`src/rtl/game_control_if.sv`:
```
// ---------------------------------------------------------------------------
// Module      : game_control_if
// Description : Bundle between the board key inputs, the game datapath and
//               the game_control sequencer.
//               slave  modport - seen by game_control
//               master modport - seen by the board/datapath side
//               Inputs to the sequencer : key_up/down/left/right/attack
//                                         idle_done, draw_map_done,
//                                         draw_link_done
//               Outputs of the sequencer: init, idle, attack, up, down,
//                                         left, right, draw_map, draw_link,
//                                         timeout_err, state_dbg[2:0]
// Revision    : 1.0 - initial release
// ---------------------------------------------------------------------------
`default_nettype none

interface game_control_if;
  logic       key_up;
  logic       key_down;
  logic       key_left;
  logic       key_right;
  logic       key_attack;
  logic       idle_done;
  logic       draw_map_done;
  logic       draw_link_done;
  logic       init;
  logic       idle;
  logic       attack;
  logic       up;
  logic       down;
  logic       left;
  logic       right;
  logic       draw_map;
  logic       draw_link;
  logic       timeout_err;
  logic [2:0] state_dbg;

  modport slave (
    input  key_up, key_down, key_left, key_right, key_attack,
    input  idle_done, draw_map_done, draw_link_done,
    output init, idle, attack, up, down, left, right,
    output draw_map, draw_link, timeout_err, state_dbg
  );

  modport master (
    output key_up, key_down, key_left, key_right, key_attack,
    output idle_done, draw_map_done, draw_link_done,
    input  init, idle, attack, up, down, left, right,
    input  draw_map, draw_link, timeout_err, state_dbg
  );
endinterface

`default_nettype wire

```
`src/rtl/game_control.sv`:
```
// ---------------------------------------------------------------------------
// Module      : game_control
// Description : Per-frame sequencer for the game datapath. Steps through
//               init, map draw, sprite draw and frame wait, then turns the
//               sampled keys into at most one single-cycle action command.
//               A watchdog aborts draws that never report done.
// Ports       : clock  - system clock
//               reset  - synchronous, active-high
//               bus_if - game_control_if.slave (keys, done handshakes,
//                        command outputs, timeout_err, state_dbg)
// Revision    : 1.0 - initial release
// ---------------------------------------------------------------------------
`default_nettype none

module game_control #(
  parameter int ATTACK_FRAMES   = 8,
  parameter int DRAW_TIMEOUT    = 1000000,
  parameter int MAP_EVERY_FRAME = 0
) (
  input wire logic       clock,
  input wire logic       reset,
  game_control_if.slave  bus_if
);

  localparam logic [7:0]  C_ATTACK_LOAD = 8'(ATTACK_FRAMES);
  localparam logic [19:0] C_WD_LAST     = 20'(DRAW_TIMEOUT - 1);
  localparam bit          C_MAP_ALWAYS  = (MAP_EVERY_FRAME != 0);

  typedef enum logic [2:0] {
    ST_INIT       = 3'd0,
    ST_DRAW_MAP   = 3'd1,
    ST_DRAW_LINK  = 3'd2,
    ST_IDLE       = 3'd3,
    ST_DECIDE     = 3'd4,
    ST_ACT_ATTACK = 3'd5,
    ST_ACT_MOVE   = 3'd6
  } state_t;

  state_t      r_state;
  state_t      w_next;
  logic [7:0]  r_attack_cnt;
  logic        r_attack_armed;
  logic        r_map_dirty;
  logic [19:0] r_wd_cnt;
  logic        r_init, r_idle, r_attack, r_up, r_down, r_left, r_right;
  logic        r_draw_map, r_draw_link, r_timeout_err;

  logic        w_sel_attack;
  logic        w_sel_move;
  logic        w_wd_expire;
  logic        w_next_is_draw;
  logic        w_in_draw;

  always_comb begin
    w_sel_attack   = bus_if.key_attack && r_attack_armed && (r_attack_cnt == 8'd0);
    w_sel_move     = !w_sel_attack && (r_attack_cnt == 8'd0) &&
                     (bus_if.key_up || bus_if.key_down || bus_if.key_left || bus_if.key_right);
    w_wd_expire    = (r_wd_cnt == C_WD_LAST);
    w_in_draw      = (r_state == ST_DRAW_MAP) || (r_state == ST_DRAW_LINK);

    w_next = r_state;
    case (r_state)
      // r_init doubles as "init pulse already issued" so INIT lasts one
      // visible cycle after reset releases.
      ST_INIT:       w_next = r_init ? ST_DRAW_MAP : ST_INIT;
      ST_DRAW_MAP: begin
        if (bus_if.draw_map_done)  w_next = ST_DRAW_LINK;
        else if (w_wd_expire)      w_next = ST_IDLE;
      end
      ST_DRAW_LINK: begin
        if (bus_if.draw_link_done || w_wd_expire) w_next = ST_IDLE;
      end
      ST_IDLE: begin
        if (bus_if.idle_done)      w_next = ST_DECIDE;
      end
      ST_DECIDE: begin
        if (w_sel_attack)                      w_next = ST_ACT_ATTACK;
        else if (w_sel_move)                   w_next = ST_ACT_MOVE;
        else if (C_MAP_ALWAYS || r_map_dirty)  w_next = ST_DRAW_MAP;
        else                                   w_next = ST_IDLE;
      end
      ST_ACT_ATTACK: w_next = ST_DRAW_MAP;
      ST_ACT_MOVE:   w_next = ST_DRAW_MAP;
      default:       w_next = ST_INIT;
    endcase

    w_next_is_draw = (w_next == ST_DRAW_MAP) || (w_next == ST_DRAW_LINK);
  end

  // Command outputs are registered from the next state so they line up
  // with the state register cycle by cycle.
  always_ff @(posedge clock) begin
    if (reset) begin
      r_state        <= ST_INIT;
      r_init         <= 1'b0;
      r_idle         <= 1'b0;
      r_attack       <= 1'b0;
      r_up           <= 1'b0;
      r_down         <= 1'b0;
      r_left         <= 1'b0;
      r_right        <= 1'b0;
      r_draw_map     <= 1'b0;
      r_draw_link    <= 1'b0;
      r_timeout_err  <= 1'b0;
      r_attack_cnt   <= 8'd0;
      r_attack_armed <= 1'b1;
      r_map_dirty    <= 1'b1;
      r_wd_cnt       <= 20'd0;
    end else begin
      r_state     <= w_next;
      r_init      <= (w_next == ST_INIT);
      r_draw_map  <= (w_next == ST_DRAW_MAP);
      r_draw_link <= (w_next == ST_DRAW_LINK);
      r_idle      <= (w_next == ST_IDLE);
      r_attack    <= (w_next == ST_ACT_ATTACK);
      // ACT_MOVE is only reachable from DECIDE, so the live keys are the
      // ones that selected the move; priority up > down > left > right.
      r_up        <= (w_next == ST_ACT_MOVE) && bus_if.key_up;
      r_down      <= (w_next == ST_ACT_MOVE) && !bus_if.key_up && bus_if.key_down;
      r_left      <= (w_next == ST_ACT_MOVE) && !bus_if.key_up && !bus_if.key_down &&
                     bus_if.key_left;
      r_right     <= (w_next == ST_ACT_MOVE) && !bus_if.key_up && !bus_if.key_down &&
                     !bus_if.key_left && bus_if.key_right;

      if (r_state == ST_DRAW_MAP && !bus_if.draw_map_done && w_wd_expire)
        r_timeout_err <= 1'b1;
      if (r_state == ST_DRAW_LINK && !bus_if.draw_link_done && w_wd_expire)
        r_timeout_err <= 1'b1;

      if (w_next_is_draw && (w_next != r_state))
        r_wd_cnt <= 20'd0;
      else if (w_in_draw)
        r_wd_cnt <= r_wd_cnt + 20'd1;

      // Re-arming on any released cycle makes a held key fire only once.
      if (!bus_if.key_attack)
        r_attack_armed <= 1'b1;
      else if (r_state == ST_DECIDE && w_sel_attack)
        r_attack_armed <= 1'b0;

      if (r_state == ST_DECIDE && w_sel_attack)
        r_attack_cnt <= C_ATTACK_LOAD;
      else if (r_state == ST_IDLE && bus_if.idle_done && r_attack_cnt != 8'd0)
        r_attack_cnt <= r_attack_cnt - 8'd1;

      if (r_state == ST_ACT_ATTACK || r_state == ST_ACT_MOVE)
        r_map_dirty <= 1'b1;
      else if (r_state == ST_DRAW_MAP)
        r_map_dirty <= 1'b0;
    end
  end

  assign bus_if.init        = r_init;
  assign bus_if.idle        = r_idle;
  assign bus_if.attack      = r_attack;
  assign bus_if.up          = r_up;
  assign bus_if.down        = r_down;
  assign bus_if.left        = r_left;
  assign bus_if.right       = r_right;
  assign bus_if.draw_map    = r_draw_map;
  assign bus_if.draw_link   = r_draw_link;
  assign bus_if.timeout_err = r_timeout_err;
  assign bus_if.state_dbg   = r_state;

endmodule

`default_nettype wire
```
`src/flat_wrapper.sv`:
```
// flat-port wrapper written by rule: the top's interface ports become plain ports
module game_control_flat 
#(
  parameter int ATTACK_FRAMES   = 8,
  parameter int DRAW_TIMEOUT    = 1000000,
  parameter int MAP_EVERY_FRAME = 0
)
  (clock, reset, bus_if_key_up, bus_if_key_down, bus_if_key_left, bus_if_key_right, bus_if_key_attack, bus_if_idle_done, bus_if_draw_map_done, bus_if_draw_link_done, bus_if_init, bus_if_idle, bus_if_attack, bus_if_up, bus_if_down, bus_if_left, bus_if_right, bus_if_draw_map, bus_if_draw_link, bus_if_timeout_err, bus_if_state_dbg);
  game_control_if bus_if_i ();
  input wire logic clock;
  input wire logic reset;
  input wire logic [$bits(bus_if_i.key_up)-1:0] bus_if_key_up;
  input wire logic [$bits(bus_if_i.key_down)-1:0] bus_if_key_down;
  input wire logic [$bits(bus_if_i.key_left)-1:0] bus_if_key_left;
  input wire logic [$bits(bus_if_i.key_right)-1:0] bus_if_key_right;
  input wire logic [$bits(bus_if_i.key_attack)-1:0] bus_if_key_attack;
  input wire logic [$bits(bus_if_i.idle_done)-1:0] bus_if_idle_done;
  input wire logic [$bits(bus_if_i.draw_map_done)-1:0] bus_if_draw_map_done;
  input wire logic [$bits(bus_if_i.draw_link_done)-1:0] bus_if_draw_link_done;
  output wire logic [$bits(bus_if_i.init)-1:0] bus_if_init;
  output wire logic [$bits(bus_if_i.idle)-1:0] bus_if_idle;
  output wire logic [$bits(bus_if_i.attack)-1:0] bus_if_attack;
  output wire logic [$bits(bus_if_i.up)-1:0] bus_if_up;
  output wire logic [$bits(bus_if_i.down)-1:0] bus_if_down;
  output wire logic [$bits(bus_if_i.left)-1:0] bus_if_left;
  output wire logic [$bits(bus_if_i.right)-1:0] bus_if_right;
  output wire logic [$bits(bus_if_i.draw_map)-1:0] bus_if_draw_map;
  output wire logic [$bits(bus_if_i.draw_link)-1:0] bus_if_draw_link;
  output wire logic [$bits(bus_if_i.timeout_err)-1:0] bus_if_timeout_err;
  output wire logic [$bits(bus_if_i.state_dbg)-1:0] bus_if_state_dbg;
  assign bus_if_i.key_up = bus_if_key_up;
  assign bus_if_i.key_down = bus_if_key_down;
  assign bus_if_i.key_left = bus_if_key_left;
  assign bus_if_i.key_right = bus_if_key_right;
  assign bus_if_i.key_attack = bus_if_key_attack;
  assign bus_if_i.idle_done = bus_if_idle_done;
  assign bus_if_i.draw_map_done = bus_if_draw_map_done;
  assign bus_if_i.draw_link_done = bus_if_draw_link_done;
  assign bus_if_init = bus_if_i.init;
  assign bus_if_idle = bus_if_i.idle;
  assign bus_if_attack = bus_if_i.attack;
  assign bus_if_up = bus_if_i.up;
  assign bus_if_down = bus_if_i.down;
  assign bus_if_left = bus_if_i.left;
  assign bus_if_right = bus_if_i.right;
  assign bus_if_draw_map = bus_if_i.draw_map;
  assign bus_if_draw_link = bus_if_i.draw_link;
  assign bus_if_timeout_err = bus_if_i.timeout_err;
  assign bus_if_state_dbg = bus_if_i.state_dbg;
  game_control #(.ATTACK_FRAMES(ATTACK_FRAMES), .DRAW_TIMEOUT(DRAW_TIMEOUT), .MAP_EVERY_FRAME(MAP_EVERY_FRAME)) u_core (.clock(clock), .reset(reset), .bus_if(bus_if_i));
endmodule
```
`config.mk`:
```
export PLATFORM = sky130hd
export DESIGN_NAME = game_control_flat
export DESIGN_NICKNAME = d
export VERILOG_FILES = /design/src/rtl/game_control_if.sv /design/src/rtl/game_control.sv /design/src/flat_wrapper.sv
export SDC_FILE = /design/constraint.sdc
export NUM_CORES = 1
export LEC_CHECK = 0
export CAP_MARGIN = 30
export CELL_PAD_IN_SITES_DETAIL_PLACEMENT = 1
export CELL_PAD_IN_SITES_GLOBAL_PLACEMENT = 1
export CORE_ASPECT_RATIO = 1.2
export CORE_MARGIN = 2
export CORE_UTILIZATION = 39
export DETAILED_ROUTE_END_ITERATION = 12
export GPL_TIMING_DRIVEN = 0
export PLACE_DENSITY_LB_ADDON = 0.08
export SLEW_MARGIN = 20
export SYNTH_ARGS = -nofsm -noshare
export SYNTH_HDL_FRONTEND = slang
export SYNTH_SLANG_ARGS = --single-unit
```
`constraint.sdc`:
```
create_clock -name clock -period 2.5 [get_ports clock]
set_input_delay 0.625 -clock clock [delete_from_list [all_inputs] [get_ports clock]]
set_output_delay 0.625 -clock clock [all_outputs]
set_load 0.01 [all_outputs]
```
==> results.tsv <==
stage	metric	value	unit
sta	min_period_over_period	0.936	
sta	fmax	427	MHz
critical_path	path_max_fanout	10	
yosys	syn_inst	232	
final_layout	area_growth	21.7	%
clock_network	clk_pin_slew	80	ps
route	via_per_inst	5.40	
critical_path	worstSetupPathType	in -> reg	
final_layout	nets	277	
clock_network	h-tree-depth	2	
floorplan	core_area	5260	um2
pwr	peakVddDrop	0.294	mV
clock_network	root_buffer	clkbuf_8	
sta	finalHoldViolations	0	
route	detail-route-antenna-nets	0	
floorplan	die_width	71.4	um
place	pre_cts_slack	-374	ps
yosys	synth_seq_cells	43	
clock_network	insertion_delay	290	ps
global_route	grt_pass1_wl	8710	um
critical_path	worstPathCellList	clkdlybuf4s50_1 > or4_4 > nand4_1 > a222oi_1 > buf_4 > a211oi_2 > buf_4 > buf_6 > a211oi_1	
clock_network	cts_buffers	5	
sta	max_slew_margin	0.412	
yosys	synth_ff_type	dfxtp_1	
route	initialDrtViolationCount	68	
final_layout	ff_latch_area	861	um2
place	portBuffers	22	
sta	finClkSkew	10.1	ps
critical_path	crit_path_frequent_cell	buf_4	
sta	finalSetupViolCount	0	
final_layout	fill_cells	621	
clock_network	tritoncts	yes	
yosys	synth_edf_count	0	
final_layout	n_antenna_cell	0	
sta	period_minus_slack	2340	ps
clock_network	cts_sinks	43	
final_layout	largest_register	u_core.r_wd_cnt	
yosys	mappedNetlistNets	245	
floorplan	pin_count	23	
route	detail_route.wirelength	4960	um
yosys	syn_avg_cell_area	9.16	um2
yosys	synth_area	2130	um2
global_route	antenna_found_initial	0	
sta	slew_violations	0	
floorplan	start_util	0.404	
yosys	synth_warnings	0	
route	dr.pass1.iters	4	
clock_network	cts_hold_buf	0	
flow_run	maxCapViolations	0	
place	post-dp-hpwl	3620	um
global_route	grt_pass1_vias	1841	
pwr	powerDensity	781	nW/um2
floorplan	design.die.area	6060	um2
pwr	p_leak	0.874	nW
clock_network	max-clock-path-buffers	2	
sta	max_slew.worst_pin.slew	869	ps
sta	setup_ws	160	ps
min_path	hold_class	reg -> reg	
place	routabilityCongestion	0.783	
sta	hold_ws	489	ps
sta	rsz0062_at_grt	false	
critical_path	crit_slowest_cell	or4_4	
floorplan	die_y	84.9	um
global_route	overflow	0	
critical_path	start_kind	input pin	
route	routedWlPerCell	15.2	um
final_layout	multiInputGateArea	1180	um2
route	drc	0	
yosys	async_flop_share	0	
route	vias	1766	
global_route	grt_max_degree	14	
status	status	finished clean	
yosys	ys_types	49	
critical_path	cp.required	2660	ps
critical_path	arrival	2500	ps
critical_path	max_stage_delay	440	ps
critical_path	cp-end-kind	flip-flop	
yosys	synth_seq_area_share	0.405	
final_layout	largest_reg_flops	20	
final_layout	layout-drive-gt1-share	0.102	
global_route	grtUsageTotal	0.178	
floorplan	rows	29	
-- metrics by stage --
step / power, mW / cell area, um2 / instances / setup TNS, ps / utilization
floorplan: 1.19 / 2130 / 232 / 0 / -
global placement: 1.40 / 2420 / 316 / -9200 / 0.461
detailed placement: 1.40 / 2420 / 316 / -9370 / 0.461
CTS: 2.02 / 2560 / 326 / 0 / 0.487
global route: 2.15 / 2590 / 327 / 0 / 0.492
finish: 2.02 / 2590 / 327 / 0 / 0.492
-- timing repair --
item / 4_1_cts / 5_1_grt
gates resized for setup: 3 / 5
pin swaps: 2 / 0
hold endpoints to repair: 0 / 0
cloned: 0 / 0
endpoints found under the setup margin: 19 / 24
setup buffers: 2 / 1
-- cells in the mapped netlist, types with 3 or more instances --
cell type,count,area (um2)
nor4_1,6,37.5
ha_1,3,37.5
xor2_1,11,96.3
nor3_1,9,45.0
dfxtp_1,43,861
nand3_1,10,50.1
nand4_1,6,37.5
clkbuf_1,5,18.8
a211oi_1,21,158
nor3b_1,3,22.5
and2_1,3,18.8
nand2b_1,6,37.5
nand2_1,15,56.3
xnor2_1,17,149
nor2_1,19,71.3
inv_1,10,37.5
and4_1,3,26.3
a21oi_1,4,20.0
-- report_power, final --
| part | leakage, nW | total (mW) | switching, mW | internal (mW) |
|---|---|---|---|---|
| combinational | 0.465 | 0.702 | 0.392 | 0.311 |
| sequential | 0.347 | 0.759 | 0.0291 | 0.730 |
| clock | 0.0612 | 0.560 | 0.237 | 0.323 |
| total | 0.874 | 2.02 | 0.657 | 1.36 |
-- cells in the final DEF, fill, tap and decap left out, drive strengths merged, types with 2 or more instances in the layout --
cell type,n
dfxtp,43
inv,10
nand2,15
nor3b,4
and2,3
and3,2
nand2b,6
buf,7
and4,3
nand3,10
nand4,6
nor3,9
a21oi,4
xor2,11
o21ai,2
or4,2
ha,3
nor4b,4
clkbuf,11
xnor2,17
nor4,7
nor2,19
dlymetal6s2s,3
nand3b,2
a211oi,22
clkdlybuf4s50,19
-- worst max-delay path: cells and delay by family --
family	cells	cell delay (ps)
buffers and inverters	4	930
AOI/OAI and AO/OA	3	380
and+or+nand+nor	2	570
-- worst paths after layout --
check,start,to,slack [ps],depth (start not counted)
worst min-delay path,u_core.r_map_dirty,u_core.r_map_dirty,490,2
worst min register to register,u_core.r_map_dirty,u_core.r_map_dirty,490,2
worst max-delay path,bus_if_key_right,u_core.r_wd_cnt[7],160,9
worst max register to register,u_core.bus_if.state_dbg[2],u_core.bus_if.left,290,5
-- cell families after synthesis --
kind of cell	count (synthesis)	synth area share
adders and majority gates	3	0.0177
muxes	1	0.00471
buffers and inverters	19	0.0418
and+or+nand+nor	99	0.279
AOI/OAI and AO/OA	39	0.137
xor gates and xnor gates	28	0.115
DFF	43	0.405
-- cell type report --
type | instances | share of cell area
Clock inverter | 2 | 0.0135
Clock buffer | 6 | 0.0319
Buffer | 9 | 0.0223
Sequential cell | 43 | 0.333
Timing Repair Buffer | 25 | 0.0968
Tap cell | 62 | 0.0300
Inverter | 10 | 0.0145
Multi-Input combinational cell | 170 | 0.458
-- per-layer routing --
| layer | track usage | wire length (um) | vias to the layer above |
|---|---|---|---|
| met4 | 0.0617 | 65 | 0 |
| met3 | 0.0297 | 122 | 5 |
| met1 | 0.225 | 2330 | 835 |
| met2 | 0.306 | 2440 | 17 |
| li1 | - | - | 909 |
| met5 | 0 | 0 | - |
(Power assumes the default switching activity.)
